$ cat src/rtl/gpio_arb_pkg.sv
// gpio_arb_pkg: shared types and helpers for the GPIO write arbiter.
//   state_t  - arbiter FSM states (IDLE / ISSUE / LOCKED)
//   owner_w  - width of a requester index for a given requester count
package gpio_arb_pkg;

    typedef enum logic [1:0] {IDLE, ISSUE, LOCKED} state_t;

    function automatic int owner_w(input int n);
        return (n > 1) ? $clog2(n) : 1;
    endfunction

endpackage

$ cat src/rtl/gpio_rr_pick.sv
// gpio_rr_pick: combinational round-robin pick starting at i_ptr.
//   i_req   - request vector
//   i_ptr   - index with highest priority this cycle
//   o_valid - at least one request present
//   o_idx   - winning requester index
module gpio_rr_pick
    import gpio_arb_pkg::*;
#(
    parameter int NREQ = 4,
    localparam int OW = owner_w(NREQ)
) (
    input  logic [NREQ-1:0] i_req,
    input  logic [OW-1:0]   i_ptr,
    output logic            o_valid,
    output logic [OW-1:0]   o_idx
);

    logic [NREQ-1:0] w_rot;
    logic [OW-1:0]   w_off;
    logic [OW:0]     w_sum;

    // Rotate so i_ptr lands at bit 0, take the lowest set bit, then rotate the
    // offset back by adding i_ptr modulo NREQ.
    always_comb begin
        w_rot = NREQ'({i_req, i_req} >> i_ptr);
        w_off = '0;
        for (int k = NREQ - 1; k >= 0; k--)
            if (w_rot[k]) w_off = OW'(k);
        w_sum   = {1'b0, i_ptr} + {1'b0, w_off};
        o_idx   = (w_sum >= (OW+1)'(NREQ)) ? OW'(w_sum - (OW+1)'(NREQ)) : w_sum[OW-1:0];
        o_valid = |i_req;
    end

endmodule

$ cat src/rtl/gpio_write_arbiter.sv
// gpio_write_arbiter: round-robin sharing of the GPIO write port with lockable ownership.
//   clk, rst       - clock, asynchronous active-high reset
//   i_req          - per-core write request, held until acked
//   i_req_mask     - per-core pin mask, slice i = [i*WIDTH +: WIDTH]
//   i_req_data     - per-core write data, same slicing
//   i_req_lock     - keep exclusive ownership after grant
//   o_ack          - one-cycle pulse to the served core
//   o_gpio_dir     - GPIO dir (held while o_gpio_we is low)
//   o_gpio_wdata   - GPIO write_data (held while o_gpio_we is low)
//   o_gpio_we      - GPIO write_enable
//   o_owner        - last granted / locking requester
//   o_locked       - FSM is in LOCKED
module gpio_write_arbiter
    import gpio_arb_pkg::*;
#(
    parameter int NREQ  = 4,
    parameter int WIDTH = 32,
    localparam int OW = owner_w(NREQ)
) (
    input  logic                  clk,
    input  logic                  rst,
    input  logic [NREQ-1:0]       i_req,
    input  logic [NREQ*WIDTH-1:0] i_req_mask,
    input  logic [NREQ*WIDTH-1:0] i_req_data,
    input  logic [NREQ-1:0]       i_req_lock,
    output logic [NREQ-1:0]       o_ack,
    output logic [WIDTH-1:0]      o_gpio_dir,
    output logic [WIDTH-1:0]      o_gpio_wdata,
    output logic                  o_gpio_we,
    output logic [OW-1:0]         o_owner,
    output logic                  o_locked
);

    state_t           r_state;
    logic [OW-1:0]    r_ptr;
    logic [OW-1:0]    r_owner;
    logic             r_lock_pending;
    logic [WIDTH-1:0] r_dir;
    logic [WIDTH-1:0] r_wdata;
    logic             r_we;
    logic [NREQ-1:0]  r_ack;

    logic             w_valid;
    logic [OW-1:0]    w_idx;
    logic [OW-1:0]    w_sel;
    logic             w_go;
    logic [WIDTH-1:0] w_mask;
    logic [WIDTH-1:0] w_data;

    gpio_rr_pick #(.NREQ(NREQ)) u_pick (
        .i_req   (i_req),
        .i_ptr   (r_ptr),
        .o_valid (w_valid),
        .o_idx   (w_idx)
    );

    // In LOCKED only the owner may be served; in IDLE the round-robin winner.
    assign w_sel  = (r_state == LOCKED) ? r_owner : w_idx;
    assign w_go   = (r_state == IDLE && w_valid) || (r_state == LOCKED && i_req[r_owner]);
    assign w_mask = i_req_mask[w_sel*WIDTH +: WIDTH];
    assign w_data = i_req_data[w_sel*WIDTH +: WIDTH];

    always_ff @(posedge clk or posedge rst) begin
        if (rst) begin
            r_state        <= IDLE;
            r_ptr          <= '0;
            r_owner        <= '0;
            r_lock_pending <= 1'b0;
            r_dir          <= '0;
            r_wdata        <= '0;
            r_we           <= 1'b0;
            r_ack          <= '0;
        end else begin
            r_we  <= 1'b0;
            r_ack <= '0;
            if (w_go) begin
                r_dir          <= w_mask;
                r_wdata        <= w_data;
                r_owner        <= w_sel;
                r_lock_pending <= i_req_lock[w_sel];
                r_we           <= 1'b1;
                r_ack          <= NREQ'(1) << w_sel;
                r_state        <= ISSUE;
            end else if (r_state == ISSUE) begin
                // Requests are not sampled here, so a core dropping req after ack is never re-served.
                r_ptr   <= (r_owner == OW'(NREQ - 1)) ? '0 : r_owner + 1'b1;
                r_state <= r_lock_pending ? LOCKED : IDLE;
            end else if (r_state == LOCKED && !i_req_lock[r_owner]) begin
                r_state <= IDLE;
            end
        end
    end

    assign o_ack        = r_ack;
    assign o_gpio_dir   = r_dir;
    assign o_gpio_wdata = r_wdata;
    assign o_gpio_we    = r_we;
    assign o_owner      = r_owner;
    assign o_locked     = (r_state == LOCKED);

endmodule

$ cat config.mk
export PLATFORM = sky130hd
export DESIGN_NAME = gpio_write_arbiter
export DESIGN_NICKNAME = d
export VERILOG_FILES = /design/src/rtl/gpio_arb_pkg.sv /design/src/rtl/gpio_rr_pick.sv /design/src/rtl/gpio_write_arbiter.sv
export SDC_FILE = /design/constraint.sdc
export NUM_CORES = 1
export LEC_CHECK = 0
export CAP_MARGIN = 10
export CORE_AREA = 2 2 132 134
export DETAILED_ROUTE_END_ITERATION = 7
export DIE_AREA = 0 0 134 136
export PLACE_DENSITY = 0.76
export SLEW_MARGIN = 20
export SYNTH_ARGS = -nofsm -noshare
export SYNTH_HDL_FRONTEND = slang
export SYNTH_SLANG_ARGS = --single-unit
$ cat constraint.sdc
create_clock -name clk -period 4.75 [get_ports clk]
set_clock_uncertainty 0.15 [all_clocks]
set_input_delay 0.7125 -clock clk [delete_from_list [all_inputs] [get_ports clk]]
set_output_delay 0.7125 -clock clk [all_outputs]
set_load 0.02 [all_outputs]
# After elaboration in Yosys (flattened, before gate mapping)
# Index checks and enable logic that the tools add are counted.
[word_totals] wordCells=50 output_inout_bits=72 input_bits=266 ff_bits=76
[op_classes] add_sub_neg=3 bitwise_logic=1 order_cmp=3 eq_ne=3 n_reduce_logical=9 shift=4 n_mux=19
[op_table] cell="128-bit by 8-bit indexed part select with 32-bit output" n=2
[op_table] cell="2-bit 2-to-1 mux" n=11
[op_table] cell="8-bit by 2-bit >> shifter with 4-bit output" n=1
[op_table] cell="1-bit binary-select mux with 2-bit select" n=3
[op_table] cell="2-bit by 3-bit < comparator with 1-bit output (second input constant)" n=2
[op_table] cell="2-bit == test (second input constant)" n=2
[op_table] cell="1-bit 2-to-1 mux" n=4
[op_table] cell="4-bit 2-to-1 mux" n=1
[op_table] cell="4-bit OR reduction" n=1
[op_table] cell="1-bit by 2-bit << shifter with 4-bit output (first input constant)" n=1
[op_table] cell="2-bit by 2-bit adder with 3-bit output" n=1
[op_table] cell="3-bit greater-or-equal comparator (second input constant)" n=1
[op_table] cell="1-bit logical AND" n=3
[op_table] cell="3-bit nonzero test" n=1
[op_table] cell="2-bit by 1-bit adder with 2-bit output (second input constant)" n=1
[op_table] cell="2-bit by 1-bit == test with 1-bit output (second input constant)" n=1
[op_table] cell="2-bit zero test" n=1
[op_table] cell="2-bit AND reduction" n=1
[op_table] cell="2-bit by 1-bit subtractor with 2-bit output (second input constant)" n=1
[op_table] cell="1-bit zero test" n=1
[op_table] cell="1-bit logical OR" n=1
[op_table] cell="1-bit NOT" n=1

# Longest topological paths before layout
# Gate-level depths: netlist (run 1).
[depth] depth_word=11 depth_mapped=13 depth_no_buf=11

# Hierarchy
# From an unflattened synthesis (run 1), not the netlist that was laid out.
[unflattened] hier_cells=746 hier_area_um2=5958.2
[by_module_without_submodules] module="gpio_write_arbiter" cells_each=719 seq_area_each_um2=1901.8 n_inst=1 area_each_um2=5779.3
[by_module_without_submodules] module="gpio_rr_pick" cells_each=27 seq_area_each_um2=0.0 n_inst=1 area_each_um2=178.9

# Least setup slack after synthesis (run 1)
# No wires, ideal clock.
[synth_timing] kind="input -> register" start="input port i_req[0]" end="register r_dir[0], in the netlist o_gpio_dir[0]" path_slack_ns=1.923 required_time_ns=4.474 path_stages=13 setup_ns=0.126 arrival_time_ns=2.551 n_path_buf=4 cell_sequence="inv_1 > o21ai_0 > a21oi_1 > nor3_1 > a21oi_1 > ha_1 > mux2i_1 > buf_2 > buf_6 > buf_4 > buf_2 > a221oi_2 > o21ai_1"
[synth_between] elab_chain_len=10 word_cells_on_any_way=17 cone_classes="add/sub (2); order compare (1); shift (2); mux (8); reduce/logical (4)"
[synth_lines] element="start: declaration" line="gpio_write_arbiter.sv:22" text="input logic [NREQ-1:0] i_req,"
[synth_lines] element="8-bit by 2-bit >> shifter with 4-bit output" line="gpio_rr_pick.sv:25" text="w_rot = NREQ'({i_req, i_req} >> i_ptr);"
[synth_lines] element="2-bit 2-to-1 mux (4 in series)" line="gpio_rr_pick.sv:28" text="if (w_rot[k]) w_off = OW'(k);"
[synth_lines] element="2-bit by 2-bit adder with 3-bit output" line="gpio_rr_pick.sv:29" text="w_sum = {1'b0, i_ptr} + {1'b0, w_off};"
[synth_lines] element="3-bit greater-or-equal comparator / 2-bit by 1-bit subtractor with 2-bit output (equally long branches)" line="gpio_rr_pick.sv:30" text="o_idx = (w_sum >= (OW+1)'(NREQ)) ? OW'(w_sum - (OW+1)'(NREQ)) : w_sum[OW-1:0];"
[synth_lines] element="2-bit 2-to-1 mux" line="gpio_rr_pick.sv:30"
[synth_lines] element="2-bit 2-to-1 mux" line="gpio_write_arbiter.sv:58" text="assign w_sel = (r_state == LOCKED) ? r_owner : w_idx;"
[synth_lines] element="128-bit by 8-bit indexed part select with 32-bit output" line="gpio_write_arbiter.sv:60" text="assign w_mask = i_req_mask[w_sel*WIDTH +: WIDTH];"
[synth_lines] element="end signal: assignment" line="gpio_write_arbiter.sv:77" text="r_dir <= w_mask;"
[synth_lines] element="end: declaration" line="gpio_write_arbiter.sv:38" text="logic [WIDTH-1:0] r_dir;"
# Several ways; a longest one is shown, not always the timed one. The select of a mux whose other input is x is not followed.
# A chain may end at the register's enable or synchronous reset.

# Worst setup path after layout (run 1)
[layout_timing] start="input port i_req[0]" end="register r_dir[5], in the netlist o_gpio_dir[5]"
# Same word-level chain as after synthesis.

==> results by group, run 1 <==
Logic synthesis
  • Syn_nets: roughly 860
  • Post-Syn Area per Cell: 10.0 um2
  • Synth cell types: 39
  • Synth Register Bits: 76
  • Post-synth EDFFs: 0
  • Gate Count Post-Synth: 595
  • Post-Syn Area: 5980 um2
  • Yosys warnings: 0
  • Synth Flop Type: dfrtp_1
  • Post-synthesis async set-or-reset flop share: 1.00
  • Fraction of the yosys area taken by sequential cells: 0.318

Global routing
  • Initial antenna violation count: 0
  • Number of global-route vias before repair: roughly 5900
  • Total grt overflow: 0
  • Met3 GRT Util: 0.0604
  • Met2 usage: 0.386
  • Met1 Resource Use GR: 0.267
  • First-pass GRT wire length: 32.1 mm
  • Largest net degree at the start of global routing: 79
  • Tot GR Track Use: 0.225
  • Top Usage Layer GRT: met2

Detailed routing
  • Routed via count: just under 6000
  • Number of vias per cell: approximately 5.3
  • Routed Antenna Nets: 0
  • DRT Pass-1 Iters: 4
  • DRC: 0
  • Drt wl/cell: about 19 um
  • Final WL: roughly 21 mm
  • DRT iter0 DRCs: 281

Floorplanning
  • Core area: about 17000 um2
  • Vert. Die Dim: 136 um
  • Top Ports: 338
  • Initial Util: 0.354
  • # rows: between 40 and 50
  • Die area: about 18000 um2
  • Chip Width: 134 um

Placement
  • DP Wirelength: around 15 mm
  • Port bufs: about 340
  • DP Worst Slack: 1.02 ns
  • Gpl congestion: 0.859

Clock tree
  • Clock sinks: 76
  • Post-CTS Setup Bufs: 0
  • CTS tree: done
  • CTS max path bufs: 2
  • CTS Hold Bufs: 0
  • Root Buffer: clkbuf_16
  • Worst-Skew Late Latency: 0.33 ns
  • Clock transition at path regs: 0.06 ns
  • H-tree Lvls: 3
  • Post-cts resize count: 0
  • CTS Buf Count: 9

Finish
  • Area Overhead vs Synth: 61.4%
  • FF+latch area: between 1500 and 2000 um2
  • Layout cells sized above 1: 0.138
  • Fillers: between 1000 and 1500
  • Antenna diode count: 0
  • Multi-input gate area: roughly 3600 um2
  • Nets: between 1000 and 1500
  • Fin util: 0.572

Timing
  • RSZ-0062 raised after global routing: no
  • Post-route setup slack: ~1.4 ns
  • Setup violators final: 0
  • Tmin final: 3.39 ns
  • Max Fclk: ~300 MHz
  • Worst Tran Pin Value: approximately 1.1 ns
  • Final cycle utilization of the critical path: 0.714
  • Worst relative slew slack: 0.279
  • Fin. max-slew vios: 0
  • Final hold violation count: 0
  • Setup TNS: 0 ns

Critical path
  • Arr. time, crit path: ~3.5 ns
  • R2R cell count: 10
  • Crit path largest cell delay: 0.58 ns
  • CP Cell Sequence: clkdlybuf4s50_1 -> inv_1 -> o21ai_0 -> a21oi_1 -> nor3_1 -> a21oi_1 -> ha_1 -> mux2i_4 -> buf_12 -> mux2i_1 -> a31o_1 -> o21ai_1
  • Family with the most delay on the worst path: buffers and inverters
  • CP endpoint kind: register
  • Crit path depth: 12
  • Worst path slowest cell: clkdlybuf4s50_1
  • Buf/Inv on CP: 3
  • Crit path top cell by count: a21oi_1
  • CP Max Fanout: 45
  • Critical Path RT: 4.81 ns
  • Startpoint types: primary input
  • CP Class: in2reg

Flow run
  • Max-Cap Viols: 0

Power and ir drop
  • LEAKAGE: approximately 3.8 nW
  • Maximum VDD drop: slightly above 0.8 mV
  • Pwr dens: about 760 nW/um2

Min path
  • Worst min-delay path class: reg2reg
  • Hold Path Depth: 2

Status
  • Status: finished clean
-- registers in the layout (all words and copies together), names as in the netlist --
signal,flops
o_ack,4
o_gpio_dir,32
o_gpio_wdata,32
o_gpio_we,1
o_owner,2
r_lock_pending,1
r_ptr,2
r_state,2
-- routing by layer --
metal	vias to the layer above	share of wire	wire length, um
met3	41	0.081	1700
met2	259	0.49	10300
met1	2744	0.40	8320
met5	-	0	0
li1	2819	-	-
met4	0	0.033	690
-- path summary, 6_finish.rpt --
check                           slack (ns)        startpoint          endpoint
worst max-delay path                  1.36          i_req[0]     o_gpio_dir[5]
worst min-delay path                  0.33  o_gpio_wdata[10]  o_gpio_wdata[10]
worst max register to register        1.92          r_ptr[1]     o_gpio_dir[5]
worst min register to register        0.33  o_gpio_wdata[10]  o_gpio_wdata[10]
max in group asynchronous             2.75               rst    o_gpio_dir[23]
min in group asynchronous             0.70               rst  o_gpio_wdata[18]
-- cell usage in the layout (no fill, tap or decap), types with 2 or more instances in the layout --
master           instances
mux2i_1                 65
nand2b_1                 3
mux2i_4                  2
inv_2                    2
o21ai_1                 65
clkbuf_16                9
nand2_2                  2
dfrtp_1                 76
a31o_1                  49
nor2_1                   9
inv_1                    2
a21oi_1                  4
o21ai_0                  3
a221oi_2                65
and2_1                  67
a31o_2                  16
nor2b_1                  2
buf_4                    6
nand2_1                 74
nor3_1                   3
nor3_2                   2
ha_1                     2
buf_12                   6
clkbuf_8                 2
clkinv_2                 2
clkdlybuf4s50_1        337
-- power breakdown --
part	leakage [nW]	internal, mW	total (mW)	switching, mW
Sequential	0.924	0.999	1.21	0.213
Combinational	2.71	2.50	5.43	2.93
Clock	0.145	0.429	0.697	0.267
Total	3.77	3.93	7.33	3.41
-- per-stage QoR --
step                      power, mW  cells  area, um2  hold WS [ns]
after CTS                      7.40   1116       9650         0.336
after global routing           7.85   1116       9650         0.354
after floorplan                5.36    595       5980         0.300
after global placement         6.59   1102       9350         0.316
final                          7.33   1116       9650         0.332
after detailed placement       6.68   1102       9350         0.324
-- tightest hold or removal path, cell delays in order, from the launching register on --
cell and delay, ns:
dfrtp_1 0.34, nand2_1 0.05, o21ai_1 0.06
-- Yosys cell counts (8+ instances only) --
cell type	count	area, um2
a221oi_2	65	976
a31o_1	49	429
a31o_2	16	140
and2_1	67	419
buf_2	28	140
buf_6	8	90.1
clkbuf_1	22	82.6
dfrtp_1	76	1900
mux2i_1	66	661
nand2_1	75	282
nor2_1	9	33.8
o21ai_1	65	325
-- cells by family after synthesis --
kind of cell / count (synthesis) / share of synthesized area
AOI/OAI and AO/OA: 208 / 0.330
and+or+nand+nor: 166 / 0.141
DFF: 76 / 0.318
buffers and inverters: 72 / 0.0827
muxes: 70 / 0.123
adders and majority gates: 2 / 0.00419
xor gates and xnor gates: 1 / 0.00147
-- area by class of cell --
type	count	area share
tap	225	0.0292
clock buffer	12	0.0266
timing repair buffer	349	0.367
inverter	5	0.00208
sequential	76	0.197
clock inverter	2	0.00363
multi-input combinational	447	0.374
No activity file was read; power rests on OpenSTA's default activity.
==> run 2: changes to the inputs <==
CORE_AREA = 2 2 131 133   (was 2 2 132 134)
DIE_AREA = 0 0 133 135   (was 0 0 134 136)
PLACE_DENSITY = 0.77   (was 0.76)
clock period = 3.3 ns   (was 4.75 ns; I/O delays follow)
==> run 2 against run 1 <==
  * Via count is 2.8% higher
  * Count of clock-buffer cells in the layout decreased by 1
  * Cell count grew 2.2%
  * Utilization increased by 4.3 points
  * Clock power up 79%
  * Setup slack lost 1.0 ns
  * Global-route usage grew 1.2 points
  * Flip-flop and latch count unchanged
  * Sequential share of layout area down 0.87 points
  * First-iteration DRC count rose by 10%
  * Critical endpoint is now o_gpio_dir[19]
==> results by group, run 2 (synthesis gave the netlist of run 1 again) <==
Global routing
  • Met1 Resource Use GR: 0.285 (was 0.267)
  • Top Usage Layer GRT: met2 (unchanged)
  • Met2 usage: 0.417 (was 0.386)
  • Met3 GRT Util: 0.0544 (was 0.0604)
  • Initial antenna violation count: 0 (unchanged)
  • Tot GR Track Use: 0.238 (was 0.225)
  • First-pass GRT wire length: 33.5 mm (was 32.1 mm)
  • Total grt overflow: 0 (unchanged)
  • Largest net degree at the start of global routing: 61 (was 79)
  • Number of global-route vias before repair: 6167 (was 5918)

Detailed routing
  • Routed via count: 6028 (was 5863)
  • DRT Pass-1 Iters: 5 (was 4)
  • Drt wl/cell: 18.7 um (was 18.8 um)
  • Final WL: 21.3 mm (was 21.0 mm)
  • Routed Antenna Nets: 0 (unchanged)
  • DRT iter0 DRCs: 309 (was 281)
  • Number of vias per cell: 5.28 (was 5.25)
  • DRC: 0 (unchanged)

Clock tree
  • Clock sinks: 76 (unchanged)
  • Post-CTS Setup Bufs: 0 (unchanged)
  • CTS max path bufs: 2 (unchanged)
  • Worst-Skew Late Latency: 0.33 ns (about the same)
  • Post-cts resize count: 0 (unchanged)
  • H-tree Lvls: 3 (unchanged)
  • CTS Buf Count: 9 (unchanged)
  • CTS Hold Bufs: 0 (unchanged)
  • Root Buffer: clkbuf_16 (unchanged)
  • Clock transition at path regs: 0.06 ns (about the same)
  • CTS tree: done (unchanged)

Finish
  • Fin cells: 1141 (was 1116)
  • Most frequent cells in the layout: clkdlybuf4s50_1, dfrtp_1, nand2_1, and2_1 (unchanged)
  • Design area: 10100 um2 (was 9650 um2)
  • FF+latch area: 1900 um2 (unchanged)
  • Nets: 1185 (was 1156)
  • Most common cell after layout, fill and taps aside: clkdlybuf4s50_1 (unchanged)
  • Layout cells sized above 1: 0.167 (was 0.138)
  • Area Overhead vs Synth: 68.8% (was 61.4%)
  • Fillers: 1405 (was 1491)
  • Antenna diode count: 0 (unchanged)
  • Multi-input gate area: 3610 um2 (unchanged)

Critical path
  • Critical Path RT: 3.36 ns (was 4.81 ns)
  • Crit path top cell by count: buf_4 (was a21oi_1)
  • Buf/Inv on CP: 5 (was 3)
  • Startpoint types: primary input (unchanged)
  • Crit path largest cell delay: 0.48 ns (was 0.58 ns)
  • CP endpoint kind: register (unchanged)
  • CP Max Fanout: 7 (was 45)
  • Worst path slowest cell: clkdlybuf4s50_1 (unchanged)
  • CP Cell Sequence: clkdlybuf4s50_1 -> inv_1 -> o21ai_0 -> a21oi_1 -> nor3_1 -> a21oi_1 -> ha_1 -> mux2i_4 -> buf_4 -> buf_4 -> buf_4 -> a221oi_2 -> o21ai_1 (was clkdlybuf4s50_1 -> inv_1 -> o21ai_0 -> a21oi_1 -> nor3_1 -> a21oi_1 -> ha_1 -> mux2i_4 -> buf_12 -> mux2i_1 -> a31o_1 -> o21ai_1)
  • Family with the most delay on the worst path: buffers and inverters (unchanged)
  • CP Class: in2reg (unchanged)
  • Arr. time, crit path: 3.02 ns (was 3.46 ns)

Power and ir drop
  • LEAKAGE: 4.01 nW (was 3.77 nW)
  • Pwr dens: 1150 nW/um2 (was 760 nW/um2)
  • Overall power: 11.6 mW (was 7.33 mW)
  • Maximum VDD drop: 0.517 mV (was 0.804 mV)

Status
  • Status: finished clean (unchanged)

Timing
  • Worst Tran Pin Value: 0.710 ns (was 1.08 ns)
  • Max Fclk: 338 MHz
  • RSZ-0062 raised after global routing: no (unchanged)
  • Tmin final: 2.96 ns
  • Fin. max-slew vios: 0 (unchanged)
  • Final hold violation count: 0 (unchanged)
  • Setup violators final: 0 (unchanged)
  • Worst relative slew slack: 0.527 (was 0.279)
  • Final cycle utilization of the critical path: 0.898

Floorplanning
  • Core area: 16400 um2 (was 16900 um2)
  • Initial Util: 0.364 (was 0.354)
  • Vert. Die Dim: 135 um (was 136 um)
  • # rows: 47 (was 48)
  • Chip Width: 133 um (was 134 um)
  • Top Ports: 338 (unchanged)
  • Die area: 18000 um2 (was 18200 um2)

Placement
  • Number of cells after detailed placement: 1126 (was 1102)
  • Gpl congestion: 0.845 (was 0.859)
  • DP Wirelength: 16.2 mm (was 15.3 mm)
  • Port bufs: 337 (unchanged)
  • Placed inst area: 9720 um2 (was 9350 um2)

Flow run
  • Max-Cap Viols: 0 (unchanged)

Min path
  • Worst min-delay path class: reg2reg (unchanged)
## run 2: cell types whose count changed in the layout (fill, tap and decap cells not counted), sizes merged
cell	before	now
clkbuf	12	11
bufinv	1	4
clkinv	2	1
buf	12	41
## run 2: where the power goes
part | internal [mW] | leakage (nW) | switching (mW)
clock network | 0.853 | 0.182 | 0.395
registers | 1.44 | 0.924 | 0.303
logic | 4.24 | 2.90 | 4.39
## run 2: path summary, 6_finish.rpt
path	depth (start not counted)	end	slack (ns)	from
setup / recovery	13	o_gpio_dir[19]	0.34	i_req[0]
hold / removal	2	o_gpio_dir[24]	0.33	o_gpio_dir[24]
setup reg to reg	11	o_gpio_dir[19]	0.53	r_ptr[1]
hold reg to reg	2	o_gpio_dir[24]	0.33	o_gpio_dir[24]
max in group asynchronous	3	r_state[0]	1.90	rst
min in group asynchronous	2	o_gpio_dir[5]	0.42	rst
## run 2: through the flow
step	hold slack [ns]	util	worst slack, ns	TNS, ns
after CTS	0.337	0.615	0.340	0
after floorplan	0.300	-	0.690	0
after global routing	0.364	0.615	0.131	0
final	0.331	0.615	0.337	0
after detailed placement	0.325	0.592	-0.00477	-0.00477
after global placement	0.315	0.592	0.0421	0
## run 2: per-layer routing
layer  share of wire  vias to the layer above  wire length (um)
li1                -                     2881                 -
met1            0.39                     2838              8350
met2            0.51                      273             10800
met3           0.076                       36              1630
met4           0.024                        0               518
met5               0                        -                 0
## run 2: area by class of cell
cell class / count / area share
repair buffers: 378 / 0.387
multi-input cells: 447 / 0.358
flip-flops and latches: 76 / 0.189
well taps: 220 / 0.0273
clock buffers: 11 / 0.0251
clock inverters: 4 / 0.0119
inverters: 5 / 0.00198
## run 2: worst register-to-register path: cells and delay by family (launching register included)
kind                       cells  cell delay [ns]
and+or+nand+nor                1             0.17
muxes                          1             0.12
buffers and inverters          3             0.52
adders and majority gates      1             0.35
DFF                            1             0.48
AOI/OAI and AO/OA              5             0.85
==> run 3: changes to the inputs <==
CORE_AREA = 2 2 130 132   (was 2 2 131 133)
CTS_CLUSTER_SIZE = 16   (was not set)
DIE_AREA = 0 0 132 134   (was 0 0 133 135)
DONT_BUFFER_PORTS = 1   (was not set)
PLACE_DENSITY = not set   (was 0.77)
==> run 3 against run 2 <==
  * Worst hold slack got worse by 0.15 ns
  * Via count fell by 22%
  * Wire length shrank 18%
  * Critical path depth is 3 lower
  * Largest cell class is now multi-input combinational cells
  * Critical path type is now reg2reg
  * Sequential share of layout area increased by 11 points
  * Largest power group unchanged
  * Register-to-register slack lost 0.09 ns
  * Setup slack gained 0.10 ns
  * Die area down 1.5%
  * Cell count shrank 32%
  * Cell area down 37%
==> results by group, run 3 (synthesis gave the netlist of run 1 again) <==
Power and ir drop
  • Sw Share: 0.505 (was 0.438)
  • Clock share of power: 0.100 (was 0.107)
  • Maximum VDD drop: 0.600 mV (was 0.517 mV)
  • Pint: 4.67 mW (was 6.54 mW)
  • Pwr dens: 1490 nW/um2 (was 1150 nW/um2)
  • Seq pwr share: 0.248 (was 0.150)
  • Sw Pwr: 4.76 mW (was 5.09 mW)
  • Combinational Power Share: 0.652 (was 0.743)
  • LEAKAGE: 2.49 nW (was 4.01 nW)

Critical path
  • CP endpoint kind: register (unchanged)
  • CP Class: reg2reg (was in2reg)
  • Critical Path RT: 3.38 ns (was 3.36 ns)
  • CP Max Fanout: 70 (was 7)
  • Crit path largest cell delay: 0.48 ns (about the same)
  • Arr. time, crit path: 2.94 ns (was 3.02 ns)
  • R2r startpoint: r_ptr[1] (unchanged)
  • R2R Setup Slk: 0.44 ns (was 0.53 ns)
  • Worst path slowest cell: dfrtp_1 (was clkdlybuf4s50_1)
  • Startpoint types: register (was primary input)
  • CP Cell Sequence: nor2b_1 -> o21ai_0 -> a2bb2oi_1 -> a21oi_1 -> ha_1 -> mux2i_4 -> buf_12 -> mux2i_1 -> a31o_1 -> o21ai_1 (was clkdlybuf4s50_1 -> inv_1 -> o21ai_0 -> a21oi_1 -> nor3_1 -> a21oi_1 -> ha_1 -> mux2i_4 -> buf_4 -> buf_4 -> buf_4 -> a221oi_2 -> o21ai_1)
  • R2R cell count: 10 (was 11)
  • R2r endpoint: o_gpio_wdata[29] (was o_gpio_dir[19])

Global routing
  • Number of global-route vias before repair: 4678 (was 6167)
  • First-pass GRT wire length: 26.6 mm (was 33.5 mm)
  • Tot GR Track Use: 0.191 (was 0.238)
  • Initial antenna violation count: 1 (was 0)
  • Total grt overflow: 0 (unchanged)
  • Largest net degree at the start of global routing: 71 (was 61)

Detailed routing
  • Routed Antenna Nets: 0 (unchanged)
  • DRT Pass-1 Iters: 4 (was 5)
  • DRC: 0 (unchanged)
  • DRT iter0 DRCs: 224 (was 309)
  • Final WL: 17.6 mm (was 21.3 mm)
  • Routed via count: 4719 (was 6028)
  • Number of vias per cell: 6.04 (was 5.28)
  • Drt wl/cell: 22.5 um (was 18.7 um)

Timing
  • Final hold violation count: 0 (unchanged)
  • Max Fclk: 349 MHz (was 338 MHz)
  • Tmin final: 2.86 ns (was 2.96 ns)
  • RSZ-0062 raised after global routing: no (unchanged)
  • Setup violators final: 0 (unchanged)
  • Final cycle utilization of the critical path: 0.867 (was 0.898)
  • Worst relative slew slack: 0.566 (was 0.527)
  • Fin. max-slew vios: 0 (unchanged)
  • Setup TNS: 0 ns (unchanged)
  • Worst Tran Pin Value: 0.651 ns (was 0.710 ns)

Finish
  • Fillers: 1618 (was 1405)
  • Most frequent cells in the layout: dfrtp_1, nand2_1, and2_1 (was clkdlybuf4s50_1, dfrtp_1, nand2_1, and2_1)
  • Most common cell after layout, fill and taps aside: dfrtp_1 (was clkdlybuf4s50_1)
  • Nets: 823 (was 1185)
  • Area Overhead vs Synth: 6.05% (was 68.8%)
  • Layout cells sized above 1: 0.230 (was 0.167)
  • Design area: 6340 um2 (was 10100 um2)

Placement
  • Port bufs: 0 (was 337)
  • Placed inst area: 6050 um2 (was 9720 um2)
  • DP Wirelength: 13.0 mm (was 16.2 mm)
  • Gpl congestion: 0.840 (was 0.845)

Min path
  • End of the worst hold path: o_gpio_wdata[19] (was o_gpio_dir[24])
  • Hold Path Depth: 2 (unchanged)
  • Hold Path Origin: i_req_data[19] (was o_gpio_dir[24])
  • Worst min-delay path class: in2reg (was reg2reg)

Floorplanning
  • Chip Width: 132 um (was 133 um)
  • Die area: 17700 um2 (was 18000 um2)
  • Initial Util: 0.367 (was 0.364)
  • # rows: 47 (unchanged)
  • Vert. Die Dim: 134 um (was 135 um)
  • Top Ports: 338 (unchanged)
  • Core area: 16300 um2 (was 16400 um2)

Clock tree
  • CTS Buf Count: 9 (unchanged)
  • Worst-Skew Late Latency: 0.34 ns (was 0.33 ns)
  • CTS tree: done (unchanged)
  • Post-cts resize count: 0 (unchanged)
  • H-tree Lvls: 3 (unchanged)
  • Clock transition at path regs: 0.07 ns (was 0.06 ns)
  • Post-CTS Setup Bufs: 0 (unchanged)
  • CTS max path bufs: 2 (unchanged)
  • CTS Hold Bufs: 1 (was 0)
  • Clock sinks: 76 (unchanged)
  • Root Buffer: clkbuf_16 (unchanged)

Flow run
  • Max-Cap Viols: 0 (unchanged)

Status
  • Status: finished clean (unchanged)
run 3: worst max path at each step:
stage,start,to,slack [ns],cells past startpoint
5_1_grt,r_ptr[1],o_gpio_dir[21],0.24,11
4_1_cts,r_ptr[1],o_gpio_dir[21],0.44,11
2_1_floorplan,i_req[0],o_gpio_dir[0],0.69,13
3_3_place_gp,i_req[0],o_gpio_dir[21],0.47,12
6_report,r_ptr[1],o_gpio_wdata[29],0.44,10
3_5_place_dp,i_req[2],o_gpio_dir[21],0.38,11
run 3: layout make-up:
cell class / count / area [um2] / area share
repair buffers: 16 / 248 / 0.0391
diodes: 1 / 2.50 / 0.000395
flip-flops and latches: 76 / 1900 / 0.300
well taps: 220 / 275 / 0.0434
multi-input cells: 447 / 3610 / 0.570
clock buffers: 10 / 239 / 0.0377
clock inverters: 6 / 40.0 / 0.00632
inverters: 5 / 20.0 / 0.00316
run 3: critical path: cells and delay by family (launching register included):
kind / cells / cell delay (ns)
DFF: 1 / 0.48
adders and majority gates: 1 / 0.34
and+or+nand+nor: 1 / 0.14
buffers and inverters: 1 / 0.38
muxes: 2 / 0.53
AOI/OAI and AO/OA: 5 / 0.62
run 3: metrics by stage:
stage,hold WS (ns),worst slack (ns),cells,power (mW),util
floorplan,0.300,0.690,595,7.72,-
global placement,0.331,0.466,763,8.33,0.371
detailed placement,0.338,0.380,763,8.56,0.371
CTS,0.171,0.445,780,9.53,0.389
global route,0.178,0.242,780,10.1,0.389
finish,0.183,0.437,781,9.43,0.389
run 3: power groups by stage:
stage | clock network (mW) | logic [mW] | registers [mW]
final | 0.941 | 6.15 | 2.34
after global routing | 1.01 | 6.73 | 2.39
after CTS | 0.968 | 6.21 | 2.35
after detailed placement | 0 | 6.20 | 2.36
after global placement | 0 | 5.98 | 2.35
after floorplan | 0 | 5.50 | 2.22
run 3: layer usage:
layer,up-vias,track usage,routed length [um]
met2,232,0.345,9190
li1,2163,-,-
met1,2296,0.215,6640
met5,-,0,0
met4,0,0.0737,448
met3,28,0.0503,1270
